**config.mk**
```make
export PLATFORM = sky130hd
export DESIGN_NAME = operand_entry_fsm
export DESIGN_NICKNAME = d
export VERILOG_FILES = /design/src/rtl/operand_entry_pkg.sv /design/src/rtl/key_debounce.sv /design/src/rtl/operand_entry_fsm.sv
export SDC_FILE = /design/constraint.sdc
export NUM_CORES = 1
export LEC_CHECK = 0
export BUFFER_PORTS_ARGS = -buffer_cell sky130_fd_sc_hd__buf_2
export CORE_MARGIN = 8
export CORE_UTILIZATION = 30
export DETAILED_ROUTE_END_ITERATION = 10
export HOLD_SLACK_MARGIN = 0.06
export SYNTH_ARGS = -nofsm -noshare
export SYNTH_HDL_FRONTEND = slang
export SYNTH_SLANG_ARGS = --single-unit
```
**constraint.sdc**
```tcl
create_clock -name MAX10_CLK1_50 -period 1.6 [get_ports MAX10_CLK1_50]
set_input_delay 0.16 -clock MAX10_CLK1_50 [delete_from_list [all_inputs] [get_ports MAX10_CLK1_50]]
set_output_delay 0.16 -clock MAX10_CLK1_50 [all_outputs]
set_load 0.02 [all_outputs]
```
**src/rtl/operand_entry_pkg.sv**
```systemverilog
// Shared types and constants for the operand entry front end.
package operand_entry_pkg;

  typedef enum logic [1:0] {
    ENTER_A = 2'd0,
    ENTER_B = 2'd1,
    SHOW    = 2'd2
  } state_t;

  localparam int KEY_ENTER  = 0;
  localparam int KEY_CANCEL = 1;

endpackage

```
**src/rtl/key_debounce.sv**
```systemverilog
// Synchronises one active-low pushbutton, debounces it, and flags debounced presses.
module key_debounce #(
  parameter int DEBOUNCE_CYCLES = 500000
) (
  input  logic clk,
  input  logic rst,
  input  logic raw_n,
  output logic level,
  output logic fall_pulse
);

  localparam int CW = $clog2(DEBOUNCE_CYCLES + 1);

  logic          sync1_r;
  logic          sync2_r;
  logic          level_r;
  logic          fall_r;
  logic [CW-1:0] cnt_r;

  // Synchroniser, stability counter and registered fall detect.
  // The level moves once DEBOUNCE_CYCLES differing samples have been counted
  // and the next sample still differs.
  always_ff @(posedge clk) begin
    if (rst) begin
      sync1_r <= 1'b1;
      sync2_r <= 1'b1;
      level_r <= 1'b1;
      fall_r  <= 1'b0;
      cnt_r   <= {CW{1'b0}};
    end else begin
      sync1_r <= raw_n;
      sync2_r <= sync1_r;
      fall_r  <= 1'b0;
      if (sync2_r != level_r) begin
        if (cnt_r == CW'(DEBOUNCE_CYCLES)) begin
          level_r <= sync2_r;
          fall_r  <= ~sync2_r;
          cnt_r   <= {CW{1'b0}};
        end else begin
          cnt_r <= cnt_r + CW'(1);
        end
      end else begin
        cnt_r <= {CW{1'b0}};
      end
    end
  end

  assign level      = level_r;
  assign fall_pulse = fall_r;

endmodule

```
**src/rtl/operand_entry_fsm.sv**
```systemverilog
// Two-operand entry from switches: KEY0 captures A then B, KEY1 cancels.
module operand_entry_fsm
  import operand_entry_pkg::*;
#(
  parameter int WIDTH           = 4,
  parameter int DEBOUNCE_CYCLES = 500000
) (
  input  logic             MAX10_CLK1_50,
  input  logic             rst,
  input  logic [1:0]       KEY,
  input  logic [WIDTH-1:0] SW,
  output logic [WIDTH-1:0] op_a,
  output logic [WIDTH-1:0] op_b,
  output logic             operands_valid,
  output logic             load_pulse,
  output logic [1:0]       entry_state
);

  // Arming waits long enough that a key held through reset has already
  // debounced low, so its stale press is never seen as armed.
  localparam int ARM_WAIT = DEBOUNCE_CYCLES + 4;
  localparam int AW       = $clog2(ARM_WAIT + 1);

  logic             enter_level_s, enter_fall_s;
  logic             cancel_level_s, cancel_fall_s;
  logic             enter_s, cancel_s;
  logic [WIDTH-1:0] sw_meta_r, sw_sync_r;
  logic [WIDTH-1:0] op_a_r, op_b_r;
  logic             valid_r, load_r, arm_r;
  logic [AW-1:0]    arm_cnt_r;
  state_t           state_r;

  key_debounce #(.DEBOUNCE_CYCLES(DEBOUNCE_CYCLES)) u_key_enter (
    .clk        (MAX10_CLK1_50),
    .rst        (rst),
    .raw_n      (KEY[KEY_ENTER]),
    .level      (enter_level_s),
    .fall_pulse (enter_fall_s)
  );

  key_debounce #(.DEBOUNCE_CYCLES(DEBOUNCE_CYCLES)) u_key_cancel (
    .clk        (MAX10_CLK1_50),
    .rst        (rst),
    .raw_n      (KEY[KEY_CANCEL]),
    .level      (cancel_level_s),
    .fall_pulse (cancel_fall_s)
  );

  assign enter_s  = enter_fall_s & arm_r;
  assign cancel_s = cancel_fall_s & arm_r;

  // Switch synchroniser and post-reset arming on both keys released.
  always_ff @(posedge MAX10_CLK1_50) begin
    if (rst) begin
      sw_meta_r <= {WIDTH{1'b0}};
      sw_sync_r <= {WIDTH{1'b0}};
      arm_r     <= 1'b0;
      arm_cnt_r <= {AW{1'b0}};
    end else begin
      sw_meta_r <= SW;
      sw_sync_r <= sw_meta_r;
      if (enter_level_s && cancel_level_s) begin
        if (arm_cnt_r == AW'(ARM_WAIT)) begin
          arm_r <= 1'b1;
        end else begin
          arm_cnt_r <= arm_cnt_r + AW'(1);
        end
      end else begin
        arm_cnt_r <= {AW{1'b0}};
      end
    end
  end

  // Entry state machine with registered operands and indicators.
  always_ff @(posedge MAX10_CLK1_50) begin
    if (rst) begin
      state_r <= ENTER_A;
      op_a_r  <= {WIDTH{1'b0}};
      op_b_r  <= {WIDTH{1'b0}};
      valid_r <= 1'b0;
      load_r  <= 1'b0;
    end else begin
      load_r <= 1'b0;
      if (cancel_s) begin
        state_r <= ENTER_A;
        op_a_r  <= {WIDTH{1'b0}};
        op_b_r  <= {WIDTH{1'b0}};
        valid_r <= 1'b0;
      end else if (enter_s) begin
        case (state_r)
          ENTER_A: begin
            op_a_r  <= sw_sync_r;
            state_r <= ENTER_B;
            valid_r <= 1'b0;
          end
          ENTER_B: begin
            op_b_r  <= sw_sync_r;
            state_r <= SHOW;
            valid_r <= 1'b1;
            load_r  <= 1'b1;
          end
          SHOW: begin
            state_r <= ENTER_A;
            valid_r <= 1'b0;
          end
          default: begin
            state_r <= ENTER_A;
            valid_r <= 1'b0;
          end
        endcase
      end else begin
        case (state_r)
          ENTER_A, ENTER_B, SHOW: begin
            state_r <= state_r;
            valid_r <= (state_r == SHOW);
          end
          default: begin
            state_r <= ENTER_A;
            valid_r <= 1'b0;
          end
        endcase
      end
    end
  end

  assign op_a           = op_a_r;
  assign op_b           = op_b_r;
  assign operands_valid = valid_r;
  assign load_pulse     = load_r;
  assign entry_state    = state_r;

endmodule

```
==> summary.txt, run 1 <==
=================================================================================================
Final count of hold timing violations                                                           0
Antenna cell count                                                                              0
Source-to-sink clock delay at the later pin of the worst-skew pair                         340 ps
Final worst hold slack                                                                   110.3 ps
Total number of vias                                                                         3036
Fraction of the mapped netlist area in compound gates                                      6.970%
Clock period minus final worst setup slack                                                1616 ps
Number of search-and-repair iterations in the first detailed-routing pass                       4
I/O pin count                                                                                  20
Worst max-slew margin expressed relative to the limit                                      71.76%
Die width                                                                                126.5 µm
Cell depth of the worst flop-to-flop path                                                       5
Placed instance area                                                                     4248 µm²
Max-cap violations                                                                              0
Post-DR wirelength/cell                                                                  12.45 µm
FFs w/ async S/R, synth                                                                        0%
CP arrival                                                                                1880 ps
Area of the mapped netlist                                                               3662 µm²
Violated checks                                                                      negative setup slack
EDFF count, synth                                                                               0
Final Worst Setup Slack                                                                 -16.04 ps
Final max-slew violation count                                                                  0
Endpoint of the worst register-to-register path                                      u_key_cancel.cnt_r[16]$_SDFF_PP0_
Layout area overhead                                                                       34.10%
Maximum number of pins on one net before global-route repair                                   20
Worst setup slack for register-to-register paths                                           -20 ps
Share of cell area taken by muxes after synthesis                                          2.733%
CTS H-tree depth                                                                                3
Clock buffer depth                                                                              2
Floorplan die area                                                                      16000 µm²
Gate count of the mapped netlist                                                              400
Power Dens Cells                                                                     882.2 nW/µm²
Transition time at the pin with the least slew margin                                    421.4 ps
Largest driver fanout on the critical path                                                      4
Summed negative setup slack over all endpoints                                          -28.47 ps
Net Count, Synth                                                                              414
Crit. Startpoint                                                                     u_key_cancel.cnt_r[1]$_SDFF_PP0_
Area share of the largest cell type after synthesis                                        47.01%
Worst-path clk slew                                                                         70 ps
Fin nets                                                                                      488
Via density per instance                                                                    4.850
Upper clock frequency limit                                                            0.6188 GHz
Number of antenna violations at the first check in global routing                               0
Setup Crit Path Kind                                                                      reg2reg
Average cell area after synthesis                                                       9.156 µm²
Share of synthesized cell area in and, or, nand and nor gates                              28.83%
CP Launch Type                                                                           register
Die height                                                                               126.5 µm
Fraction of the mapped netlist area in adder cells                                         2.050%
Endpoint of the most critical setup path                                             u_key_cancel.cnt_r[16]$_SDFF_PP0_
Setup crit end kind                                                                      register
Post-synth top area cell                                                                  dfxtp_1
Total power                                                                              4.332 mW
Most repeated cell in the gate-level netlist after synthesis                              dfxtp_1
Cells after DPL                                                                               596
Count of final setup violators                                                                  3
Clock root buffer master                                                                clkbuf_16
Required time worst endpoint                                                              1860 ps
Classification of the worst-slack hold path                                                in2reg
Static power due to leakage                                                              1.761 nW
FF-to-FF Start                                                                       u_key_cancel.cnt_r[1]$_SDFF_PP0_
Share of layout cells above drive strength 1                                               32.36%
Number of warnings printed during yosys synthesis                                               0
Final setup skew                                                                         10.78 ps
Clock buffers created by TritonCTS                                                              9
Gr ovfl total                                                                                   0
Number of remaining DRC errors                                                                  0
Final ANT Viol Nets                                                                             0
Vias in the first global route                                                               2904
DP Worst Slack                                                                          -11.54 ps
Sink Count                                                                                     86
Core Box Area                                                                           11960 µm²
Row count                                                                                      40
Register area share after synthesis                                                        47.01%
Worst IR drop on VDD                                                                     584.9 µV
Leading cell types by count after synthesis                                          dfxtp_1 (86), nor2_1 (62), nand4_1 (22)
Number of distinct library cell variants in the gate-level netlist after synthesis             47
Worst Hold Path Cells                                                                           2
Overall Global Routing Usage                                                               9.678%
Number of buffers added on ports                                                               19
Top cells by area in the synthesized netlist                                         dfxtp_1 (47%), nor2_1 (6.4%), xor2_1 (4.8%)
First-pass GRT wire length                                                               12940 µm
Total of fill cells in the finished design                                                   1146
Largest family of logic cells by synthesized area                                    simple AND/OR/NAND/NOR gates
Final estimated routing congestion in global placement                                     0.7843
Status                                                                               finished, violations left
CTS tree                                                                                      yes
Effective utilization at floorplan                                                         30.62%
Number of standard cells in the layout, taps in and fillers out                               626
Routed WL                                                                                 7791 µm
Post-synthesis xor/xnor area fraction                                                      9.327%
Unrepaired setup endpoints after global routing                                               yes
Ratio of final minimum period to clock period                                              101.0%
HPWL after detailed placement                                                             5428 µm
Number of synthesized register bits                                                            86
Number of DRC markers in iteration 0                                                          193
Post-route core utilization                                                                41.06%
Main flop type after synthesis                                                            dfxtp_1
Finished Cell Area                                                                       4911 µm²
=================================================================================================
==> layout by cell type, fill, tap and decap left out, drive strengths merged, types with 2 or more instances in the layout <==
cell type	synthesis	final
nand2	16	16
or2	4	4
nor3	7	7
nand4	23	23
and3	7	7
dfxtp	86	86
nand3	23	23
or3	6	6
dlygate4sd3	0	6
xor2	20	20
inv	15	19
clkinv	0	3
nor4b	5	5
and4	4	4
a21oi	15	15
mux2i	10	10
nand3b	2	2
and2	2	2
o21ai	9	9
nor2b	9	9
nand4b	2	2
nor4	8	8
ha	6	6
a31oi	2	2
xnor2	19	19
clkbuf	9	11
o31ai	5	5
or4	8	8
buf	4	68
nor4bb	2	2
nor2	62	62
==> routing by layer <==
metal / GRT usage (%) / vias to the layer above / routed length (µm)
met5: 0 / - / 0
met4: 3.963 / 0 / 150
met3: 2.597 / 10 / 224
met2: 15.63 / 42 / 3789
met1: 11.94 / 1419 / 3626
li1: - / 1565 / -
==> critical path, cell delays in order (launching register included) <==
cell	delay [ps]
dfxtp_2	380
ha_4	160
nand3_2	80
or4_4	440
or3_1	340
a21oi_2	150
==> where the power goes <==
group / leakage [nW] / internal [mW] / total, mW / switching (mW)
clock network: 0.147 / 1.10 / 2.04 / 0.935
logic: 0.906 / 0.0609 / 0.119 / 0.0580
registers: 0.708 / 2.16 / 2.18 / 0.0138
==> how the worst min path moves through the flow <==
stage	start	endpoint	slack [ps]
after floorplan	KEY[1]	u_key_cancel.sync1_r$_SDFF_PP1_	260
after CTS	rst	u_key_cancel.fall_pulse$_SDFF_PP0_	100
after detailed placement	KEY[0]	u_key_enter.sync1_r$_SDFF_PP1_	350
after global routing	rst	u_key_cancel.fall_pulse$_SDFF_PP0_	120
after global placement	KEY[0]	u_key_enter.sync1_r$_SDFF_PP1_	350
final	rst	u_key_cancel.fall_pulse$_SDFF_PP0_	110
==> kinds of logic (layout without fill, tap and decap cells) <==
family	after synthesis	in the layout
buffers and inverters	28	107
AND/OR/NAND/NOR	192	192
multiplexers	10	10
flip-flops	86	86
AO/OA/AOI/OAI	39	39
XOR/XNOR	39	39
adder cells (fa/ha/maj)	6	6
==> registers in the layout, summed over array words and instances, names as in the netlist, 2 cells and up <==
register	count
arm_cnt_r	19
u_key_cancel.cnt_r	19
u_key_enter.cnt_r	19
op_a	4
op_b	4
sw_meta_r	4
sw_sync_r	4
entry_state	2
==> area by class of cell <==
type	count	area (µm²)	share of cell area, %
sequential	86	1754	35.72
tap	147	183.9	3.745
clock inverter	7	73.82	1.503
inverter	15	56.30	1.146
timing repair buffer	76	598.1	12.18
clock buffer	9	225.2	4.586
multi-input combinational	286	2019	41.12
==> timing repair <==
item / in CTS / in global routing
buffers inserted: 1 / 5
endpoints found under the setup margin: 3 / 48
hold endpoints to repair: 6 / 0
pin swaps: 1 / 10
cloned: 0 / 2
hold buffers: 6 / 0
resized for setup: 3 / 62
Power figures use the tool's default switching activity.
==> run 2: changes to the inputs <==
--- a/config.mk
+++ b/config.mk
@@ -5,7 +5,7 @@
 export SDC_FILE = /design/constraint.sdc
 export NUM_CORES = 1
 export LEC_CHECK = 0
-export BUFFER_PORTS_ARGS = -buffer_cell sky130_fd_sc_hd__buf_2
+export BUFFER_PORTS_ARGS = -buffer_cell sky130_fd_sc_hd__buf_4
 export CORE_MARGIN = 8
 export CORE_UTILIZATION = 30
 export DETAILED_ROUTE_END_ITERATION = 10
==> run 2 against run 1 <==
Effect of this change: the run now ends clean; worst setup slack better by 25 ps; fmax up 1.6%; largest power group unchanged; power up 2.5%.
==> summary.txt, run 2 (same netlist as run 1, synthesis figures left out) <==
========================================================================================
Floorplan die area                                                             16000 µm²
Final count of hold timing violations                                                  0
Setup Crit Path Kind                                                             reg2reg
Biggest regs                                                                arm_cnt_r (19), u_key_cancel.cnt_r (19), u_key_enter.cnt_r (19)
Post-DR wirelength/cell                                                         12.40 µm
Via density per instance                                                           4.913
Effective utilization at floorplan                                                30.62%
Fraction of power consumed by sequential logic                                     49.0%
Layout area overhead                                                              31.57%
Total of fill cells in the finished design                                          1165
Number of antenna violations at the first check in global routing                      0
Number of standard cells in the layout, taps in and fillers out                      621
Power share of the clock group                                                     48.4%
Finished Cell Area                                                              4818 µm²
Core Box Area                                                                  11960 µm²
Row count                                                                             40
Clock period minus final worst setup slack                                       1591 ps
HPWL after detailed placement                                                    5381 µm
Ratio of final minimum period to clock period                                     99.44%
Footprint of the multi-input gates                                              1918 µm²
Number of search-and-repair iterations in the first detailed-routing pass              6
Largest driver fanout on the critical path                                             3
Number of DRC markers in iteration 0                                                 217
Highest-count cells in the layout ignoring fill and taps                    nor2_1 (62), buf_4 (62), dfxtp_1 (60)
Worst-path clk slew                                                                60 ps
Fraction of power spent switching nets                                            21.40%
First-pass GRT wire length                                                      12700 µm
Die height                                                                      126.5 µm
Total area of sequential cells                                                  1762 µm²
Required time worst endpoint                                                     1860 ps
CP Launch Type                                                                  register
Clock buffer depth                                                                     2
CTS tree                                                                             yes
Power Dens Cells                                                            921.5 nW/µm²
Final Worst Setup Slack                                                         8.897 ps
Clock buffers created by TritonCTS                                                     9
Maximum number of pins on one net before global-route repair                          24
Clock root buffer master                                                       clkbuf_16
Placed instance area                                                            4295 µm²
Antenna cell count                                                                     0
Classification of the worst-slack hold path                                       in2reg
Source-to-sink clock delay at the later pin of the worst-skew pair                340 ps
Final ANT Viol Nets                                                                    0
CP arrival                                                                       1850 ps
Final setup skew                                                                8.631 ps
Summed negative setup slack over all endpoints                                      0 ps
Unrepaired setup endpoints after global routing                                      yes
I/O pin count                                                                         20
Max-cap violations                                                                     0
Overall Global Routing Usage                                                      9.618%
Number of remaining DRC errors                                                         0
Upper clock frequency limit                                                   0.6285 GHz
Vias in the first global route                                                      2858
Share of layout cells above drive strength 1                                      28.27%
Worst IR drop on VDD                                                            545.5 µV
Static power due to leakage                                                     1.717 nW
Combinational cell fraction of total power                                          2.6%
Status                                                                         completed
Transition time at the pin with the least slew margin                           473.5 ps
Cells after DPL                                                                      596
DP Worst Slack                                                                 -80.90 ps
Post-route core utilization                                                       40.28%
Die width                                                                       126.5 µm
Final worst hold slack                                                          152.2 ps
Gr ovfl total                                                                          0
Sink Count                                                                            86
Internal Pwr Total                                                              3.490 mW
Setup crit end kind                                                             register
Switching power total                                                           950.2 µW
Final estimated routing congestion in global placement                            0.7703
Fin nets                                                                             483
Total number of vias                                                                3051
Routed WL                                                                        7701 µm
Count of final setup violators                                                         0
Final max-slew violation count                                                         0
CTS H-tree depth                                                                       3
Total power                                                                     4.440 mW
Number of buffers added on ports                                                      19
Worst max-slew margin expressed relative to the limit                             67.99%
========================================================================================
-- run 2: path summary, 6_finish.rpt --
kind                                    start                            endpoint  slack, ps  cells after the start
max          u_key_cancel.cnt_r[3]$_SDFF_PP0_  u_key_cancel.fall_pulse$_SDFF_PP0_          9                      4
min                                       rst             sw_meta_r[3]$_SDFF_PP0_        150                      2
min reg2reg   u_key_cancel.sync1_r$_SDFF_PP1_     u_key_cancel.sync2_r$_SDFF_PP1_        410                      1
max reg2reg  u_key_cancel.cnt_r[3]$_SDFF_PP0_  u_key_cancel.fall_pulse$_SDFF_PP0_          9                      4
-- run 2: critical path, stage by stage (launching register included) --
cell and delay (ps):
dfxtp_2 330, nor4_2 260, nand4_1 200, or4_4 500, nor4b_2 220
-- run 2: routing by layer --
metal  share of wire, %  vias to the layer above  global-route usage [%]
li1                   -                     1554                       -
met1                 46                     1449                   10.97
met2                 48                       35                   16.01
met3                3.2                       13                   2.597
met4                2.2                        0                   5.379
met5                  0                        -                       0
-- run 2: power by group through the flow --
stage          logic, mW  registers [mW]  clock network (mW)
3_5_place_dp      0.0979            2.22                   0
3_3_place_gp      0.0966            2.22                   0
6_report           0.115            2.17                2.15
5_1_grt            0.131            2.18                2.30
2_1_floorplan     0.0567            2.22                   0
4_1_cts            0.110            2.18                2.21
-- run 2: final cells by class --
| cell class | count | area share (%) |
|---|---|---|
| clock inverters | 5 | 1.350 |
| flip-flops and latches | 86 | 36.56 |
| clock buffers | 11 | 5.038 |
| well taps | 147 | 3.817 |
| inverters | 15 | 1.169 |
| repair buffers | 71 | 12.26 |
| multi-input cells | 286 | 39.81 |
-- run 2: what timing repair did --
item	4_1_cts	5_1_grt
endpoints found under the setup margin	4	49
hold buffers	6	0
pin swaps	1	9
gates resized for setup	10	34
hold endpoints to repair	6	0
setup buffers	0	2
gates cloned	0	1
